`config.mk`:
```
export PLATFORM = sky130hd
export DESIGN_NAME = brick_field_scorer
export DESIGN_NICKNAME = d
export VERILOG_FILES = /design/src/rtl/brick_field_scorer.sv
export SDC_FILE = /design/constraint.sdc
export NUM_CORES = 1
export LEC_CHECK = 0
export CAP_MARGIN = 20
export CORE_MARGIN = 2
export CORE_UTILIZATION = 51
export CTS_BUF_LIST = sky130_fd_sc_hd__clkbuf_4
export DETAILED_ROUTE_END_ITERATION = 8
export MAX_ROUTING_LAYER = met4
export PLACE_DENSITY = 0.87
export SETUP_SLACK_MARGIN = 0.2
export SLEW_MARGIN = 25
export SYNTH_ARGS = -nofsm -noshare
export SYNTH_HDL_FRONTEND = slang
export SYNTH_SLANG_ARGS = --single-unit
```
`constraint.sdc`:
```
create_clock -name clock -period 4.8 [get_ports clock]
set_input_delay 0.96 -clock clock [delete_from_list [all_inputs] [get_ports clock]]
set_output_delay 0.96 -clock clock [all_outputs]
set_load 0.05 [all_outputs]
```
`src/rtl/brick_field_scorer.sv`:
```
// Brick-field state and scoring engine: per-brick hit points, combo-multiplied
// saturating score, level progression and floor-loss game over.
module brick_field_scorer #(
  parameter int ROWS       = 7,
  parameter int COLS       = 8,
  parameter int BRICK_W    = 2,
  parameter int TOUGH_ROWS = 2,
  parameter int HP_W       = 2,
  parameter int SCORE_W    = 10,
  parameter int FLOOR_ROW  = 11,
  parameter int POS_W      = 4
) (
  input  logic                   clock,
  input  logic                   reset,
  input  logic                   start,
  input  logic                   ball_valid,
  input  logic [POS_W-1:0]       ball_row,
  input  logic [POS_W-1:0]       ball_col,
  input  logic                   paddle_hit,
  output logic [ROWS*COLS-1:0]   bricks,
  output logic [SCORE_W-1:0]     score,
  output logic [2:0]             combo,
  output logic [3:0]             level,
  output logic                   hit,
  output logic [1:0]             state
);

  localparam int NUM_BRICKS = ROWS * COLS;
  localparam int IDX_W      = (NUM_BRICKS > 1) ? $clog2(NUM_BRICKS) : 1;
  localparam int CNT_W      = $clog2(NUM_BRICKS + 1);
  localparam int COL_SHIFT  = $clog2(BRICK_W);

  typedef enum logic [1:0] {
    ST_IDLE    = 2'b00,
    ST_PLAY    = 2'b01,
    ST_CLEARED = 2'b10,
    ST_OVER    = 2'b11
  } state_t;

  state_t              state_reg, state_next;
  logic [HP_W-1:0]     hp_reg    [NUM_BRICKS];
  logic [HP_W-1:0]     hp_next   [NUM_BRICKS];
  logic [HP_W-1:0]     load_hp   [NUM_BRICKS];
  logic [CNT_W-1:0]    remaining_reg, remaining_next;
  logic [SCORE_W-1:0]  score_reg, score_next;
  logic [2:0]          combo_reg, combo_next;
  logic [3:0]          level_reg, level_next;
  logic                hit_reg, hit_next;

  // Ball position decode; the brick index is only meaningful when in_field.
  logic [31:0]         row_ext, col_ext;
  logic                in_field, at_floor;
  logic [IDX_W-1:0]    brick_idx;
  logic [HP_W-1:0]     cur_hp;
  logic [SCORE_W:0]    score_sum;
  logic [SCORE_W-1:0]  score_sat;
  logic [2:0]          combo_inc;
  logic [3:0]          level_inc;

  assign row_ext   = 32'(ball_row);
  assign col_ext   = 32'(ball_col);
  assign at_floor  = ball_valid && (row_ext >= 32'(FLOOR_ROW));
  assign in_field  = (row_ext >= 32'd1) && (row_ext <= 32'(ROWS)) &&
                     (col_ext < 32'(COLS * BRICK_W));
  assign brick_idx = IDX_W'((row_ext - 32'd1) * 32'(COLS) + (col_ext >> COL_SHIFT));
  assign cur_hp    = in_field ? hp_reg[brick_idx] : '0;

  // Points use the combo value from before this hit; full-width sum then clamp.
  assign score_sum = {1'b0, score_reg} + (SCORE_W+1)'(combo_reg) + (SCORE_W+1)'(1);
  assign score_sat = score_sum[SCORE_W] ? {SCORE_W{1'b1}} : score_sum[SCORE_W-1:0];
  assign combo_inc = (combo_reg == 3'd7) ? 3'd7 : combo_reg + 3'd1;
  assign level_inc = (level_reg == 4'hF) ? 4'hF : level_reg + 4'd1;

  generate
    for (genvar gi = 0; gi < NUM_BRICKS; gi++) begin : g_brick
      assign load_hp[gi] = (gi < TOUGH_ROWS * COLS) ? HP_W'(2) : HP_W'(1);
      assign bricks[gi]  = |hp_reg[gi];
    end
  endgenerate

  always_comb begin
    state_next     = state_reg;
    hp_next        = hp_reg;
    remaining_next = remaining_reg;
    score_next     = score_reg;
    combo_next     = combo_reg;
    level_next     = level_reg;
    hit_next       = 1'b0;
    case (state_reg)
      ST_IDLE, ST_OVER: begin
        if (start) begin
          state_next     = ST_PLAY;
          hp_next        = load_hp;
          remaining_next = CNT_W'(NUM_BRICKS);
          score_next     = '0;
          combo_next     = '0;
          level_next     = '0;
        end
      end
      ST_CLEARED: begin
        if (start) begin
          state_next     = ST_PLAY;
          hp_next        = load_hp;
          remaining_next = CNT_W'(NUM_BRICKS);
          combo_next     = '0;
          level_next     = level_inc;
        end
      end
      ST_PLAY: begin
        if (at_floor) begin
          state_next = ST_OVER;
          combo_next = '0;
        end else begin
          if (ball_valid && in_field && (cur_hp != '0)) begin
            hp_next[brick_idx] = cur_hp - HP_W'(1);
            combo_next         = combo_inc;
            hit_next           = 1'b1;
            if (cur_hp == HP_W'(1)) begin
              score_next     = score_sat;
              remaining_next = remaining_reg - CNT_W'(1);
              if (remaining_reg == CNT_W'(1)) state_next = ST_CLEARED;
            end
          end
          // Paddle contact wins over a same-cycle brick hit for the combo.
          if (paddle_hit) combo_next = '0;
        end
      end
      default: ;
    endcase
  end

  always_ff @(posedge clock) begin
    if (reset) begin
      state_reg     <= ST_IDLE;
      remaining_reg <= '0;
      score_reg     <= '0;
      combo_reg     <= '0;
      level_reg     <= '0;
      hit_reg       <= 1'b0;
      for (int i = 0; i < NUM_BRICKS; i++) hp_reg[i] <= '0;
    end else begin
      state_reg     <= state_next;
      hp_reg        <= hp_next;
      remaining_reg <= remaining_next;
      score_reg     <= score_next;
      combo_reg     <= combo_next;
      level_reg     <= level_next;
      hit_reg       <= hit_next;
    end
  end

  assign state = state_reg;
  assign score = score_reg;
  assign combo = combo_reg;
  assign level = level_reg;
  assign hit   = hit_reg;

endmodule

```
==> results.sh <==
export IMPL_hpwl_mm=15.28
export IMPL_avgSynthCellArea_um2=8.458
export IMPL_final_cells=1221
export IMPL_hold_viol=0
export IMPL_run_status="finished clean"
export IMPL_ctsResizeCount=0
export IMPL_root_buffer="clkbuf_4"
export IMPL_dpl_cell_area_mm2=0.009115
export IMPL_synthCells=937
export IMPL_synthTopCellsByArea="dfxtp_1 (35%), a21oi_1 (5.7%), nor2_1 (5.2%)"
export IMPL_cts_tree="done"
export IMPL_ctsHoldBuffers=0
export IMPL_cts_inserted_buffers=17
export IMPL_endpoint_kind="flip-flop"
export IMPL_dr_pass1_iters=5
export IMPL_io_pins=89
export IMPL_clock_latency_ps=590
export IMPL_numPortBuffers=87
export IMPL_postLayoutCellArea_mm2=0.009402
export IMPL_synthArstFlopShare=0
export IMPL_yosys_area_top_type="dfxtp_1"
export IMPL_cts_reportedPaths_clkPinSlew_ps=120
export IMPL_start_kind="primary input"
export IMPL_slew_headroom=0.3491
export IMPL_cts_buffer_depth=2
export IMPL_core_area_mm2=0.01520
export IMPL_grt_first_pass_wirelength_mm=36.31
export IMPL_start_util=0.5213
export IMPL_synth_nets=965
export IMPL_drv_slew=0
export IMPL_top_usage_layer="met2"
export IMPL_fin_crit_sh=0.8902
export IMPL_syn_area_mm2=0.007925
export IMPL_layout_drive_gt1_share=0.1977
export IMPL_grt_use_met2=0.4494
export IMPL_fin_util=0.6184
export IMPL_place_congestion=0.9279
export IMPL_finClkSkew_ps=20.28
export IMPL_cap_violations=0
export IMPL_dp_cells=1188
export IMPL_ys_flop_type="dfxtp_1"
export IMPL_die_area_mm2=0.01655
export IMPL_hold_path_class="flip-flop to flip-flop"
export IMPL_setup_viol=0
export IMPL_vias=7735
export IMPL_track_usage=0.2865
export IMPL_syn_to_final_growth_pct=18.63
export IMPL_first_global_vias=7224
export IMPL_synth_edf_count=0
export IMPL_leakage_nw=3.502
export IMPL_routed_wl_mm=22.77
export IMPL_vias_per_cell=6.335
export IMPL_rsz0062_at_grt="false"
export IMPL_setup_worst_path_class="primary input to flip-flop"
export IMPL_use_met1=0.3573
export IMPL_die_x_um=128.7
export IMPL_critPathArrivalTime_ps=4730
export IMPL_wl_per_cell_um=18.65
export IMPL_ctsHtreeMaxLevel=4
export IMPL_critPathRequiredTime_ps=5260
export IMPL_die_y_um=128.7
export IMPL_grt_max_degree=90
export IMPL_power_density_mw_per_mm2=324.2
export IMPL_drt_iter0_drc=805
export IMPL_yosysSeqAreaShare=0.3486
export IMPL_largest_reg_flops=112
export IMPL_cts_setup_buffers=0
export IMPL_ys_seq_elements=138
export IMPL_critPathMaxFanout=5
export IMPL_antenna_found_initial=1
export IMPL_rows=45
export IMPL_remaining_drc_errors=0
export IMPL_fmax_mhz=234.0
export IMPL_whs_ps=499.9
export IMPL_peakVddDrop_uv=414.7
export IMPL_yosysUniqueCellTypes=63
export IMPL_worst_pin_slew_ps=976.3
export IMPL_period_minus_slack_ps=4273
export IMPL_nets=1047
export IMPL_grtUsageMet3=0.05655
export IMPL_grt_overflow=0
export IMPL_total_power_mw=3.048
export IMPL_detail_route_antenna_nets=0
export IMPL_cts_sinks=138
export IMPL_synth_warnings=0
export IMPL_synth_top_cell_area_share=0.3486
## stage by stage
stage | setup WS, ps | TNS [ps]
global placement | 103.9 | 0
detailed placement | -2.199 | -2.199
CTS | 592.2 | 0
finish | 527.0 | 0
floorplan | 235.4 | 0
global route | 309.1 | 0
## report_power, final
group	total, mW	internal [mW]	leakage, nW	switching, mW
Clock	0.798	0.351	0.148	0.447
Sequential	1.27	1.21	1.13	0.0531
Combinational	0.983	0.351	2.23	0.631
## metal layers
layer | part of all wire | vias to the layer above | wire [um]
li1 | - | 3553 | -
met2 | 0.46 | 466 | 10510
met4 | 0.040 | 0 | 918
met1 | 0.40 | 3633 | 9173
met5 | 0 | - | 0
met3 | 0.095 | 83 | 2174
## final cells by class
class                      instances  area (um2)
sequential                       138        2763
clock buffer                      17       127.6
fill                            1288        5801
inverter                          53       198.9
tap                              188       235.2
antenna                            1       2.502
multi-input combinational        674        4662
clock inverter                    15       156.4
timing repair buffer             135        1256
## cell usage after synthesis, types with 3 or more instances
cell type / count
o21ai_1: 6
a22oi_1: 3
mux2i_1: 10
buf_1: 3
buf_2: 17
o21ai_0: 25
clkbuf_1: 43
mux2_2: 3
and3_1: 10
buf_4: 5
mux2_1: 3
a31oi_1: 3
a2bb2oi_1: 39
o22ai_1: 5
inv_1: 51
ha_1: 14
nand2_1: 82
nand4_1: 4
a311oi_1: 22
and2_1: 5
a211oi_1: 27
nor2b_1: 7
a21oi_1: 91
buf_6: 4
nor2_1: 109
o41ai_2: 17
dfxtp_1: 138
a221oi_1: 8
or2_2: 58
mux4_2: 15
nor3_1: 14
nand2b_1: 9
nand3_1: 12
nand3b_1: 16
xnor2_1: 5
o211ai_1: 4
a311oi_2: 18
## cell usage in the layout, fill, tap and decap left out, drive strengths merged, types with 4 or more instances in the layout
| master | n |
|---|---|
| a211oi | 27 |
| a21oi | 91 |
| a221oi | 8 |
| a2bb2oi | 39 |
| a311oi | 40 |
| and2 | 5 |
| and3 | 10 |
| buf | 51 |
| clkbuf | 17 |
| clkdlybuf4s50 | 84 |
| clkinv | 8 |
| dfxtp | 138 |
| ha | 14 |
| inv | 54 |
| mux2 | 6 |
| mux2i | 10 |
| mux4 | 15 |
| nand2 | 82 |
| nand2b | 9 |
| nand3 | 12 |
| nand3b | 16 |
| nand4 | 4 |
| nor2 | 109 |
| nor2b | 7 |
| nor3 | 16 |
| o211ai | 4 |
| o21ai | 31 |
| o22ai | 5 |
| o41ai | 18 |
| or2 | 58 |
| xnor2 | 5 |
## path summary, 6_finish.rpt
kind / startpoint / to / slack, ps / cells after the start
hold reg to reg: remaining_reg[1] / remaining_reg[1] / 500 / 2
setup reg to reg: hp_reg[85] / state[0] / 1350 / 12
setup / recovery: ball_col[2] / state[0] / 530 / 13
hold / removal: remaining_reg[1] / remaining_reg[1] / 500 / 2
## critical path: stages
cell	delay, ps
clkdlybuf4s50_1	700
mux4_2	550
nand2_1	70
o21ai_1	90
o41ai_1	380
a211oi_1	120
o31ai_1	340
ha_1	270
or4b_1	530
nor4bb_1	320
o21ai_1	130
a22oi_1	190
nor2_1	60
## cells by family (layout without fill, tap and decap cells)
| logic type | after synthesis | after routing | synth area share |
|---|---|---|---|
| compound gates | 280 | 280 | 0.2738 |
| xor+xnor | 8 | 8 | 0.009789 |
| fa+ha+maj | 15 | 15 | 0.02463 |
| buf+inv | 125 | 220 | 0.06804 |
| flops | 138 | 138 | 0.3486 |
| mux | 31 | 31 | 0.06378 |
| other cells | 0 | 1 | 0 |
| simple gates | 340 | 340 | 0.2114 |
Power figures use the tool's default switching activity.
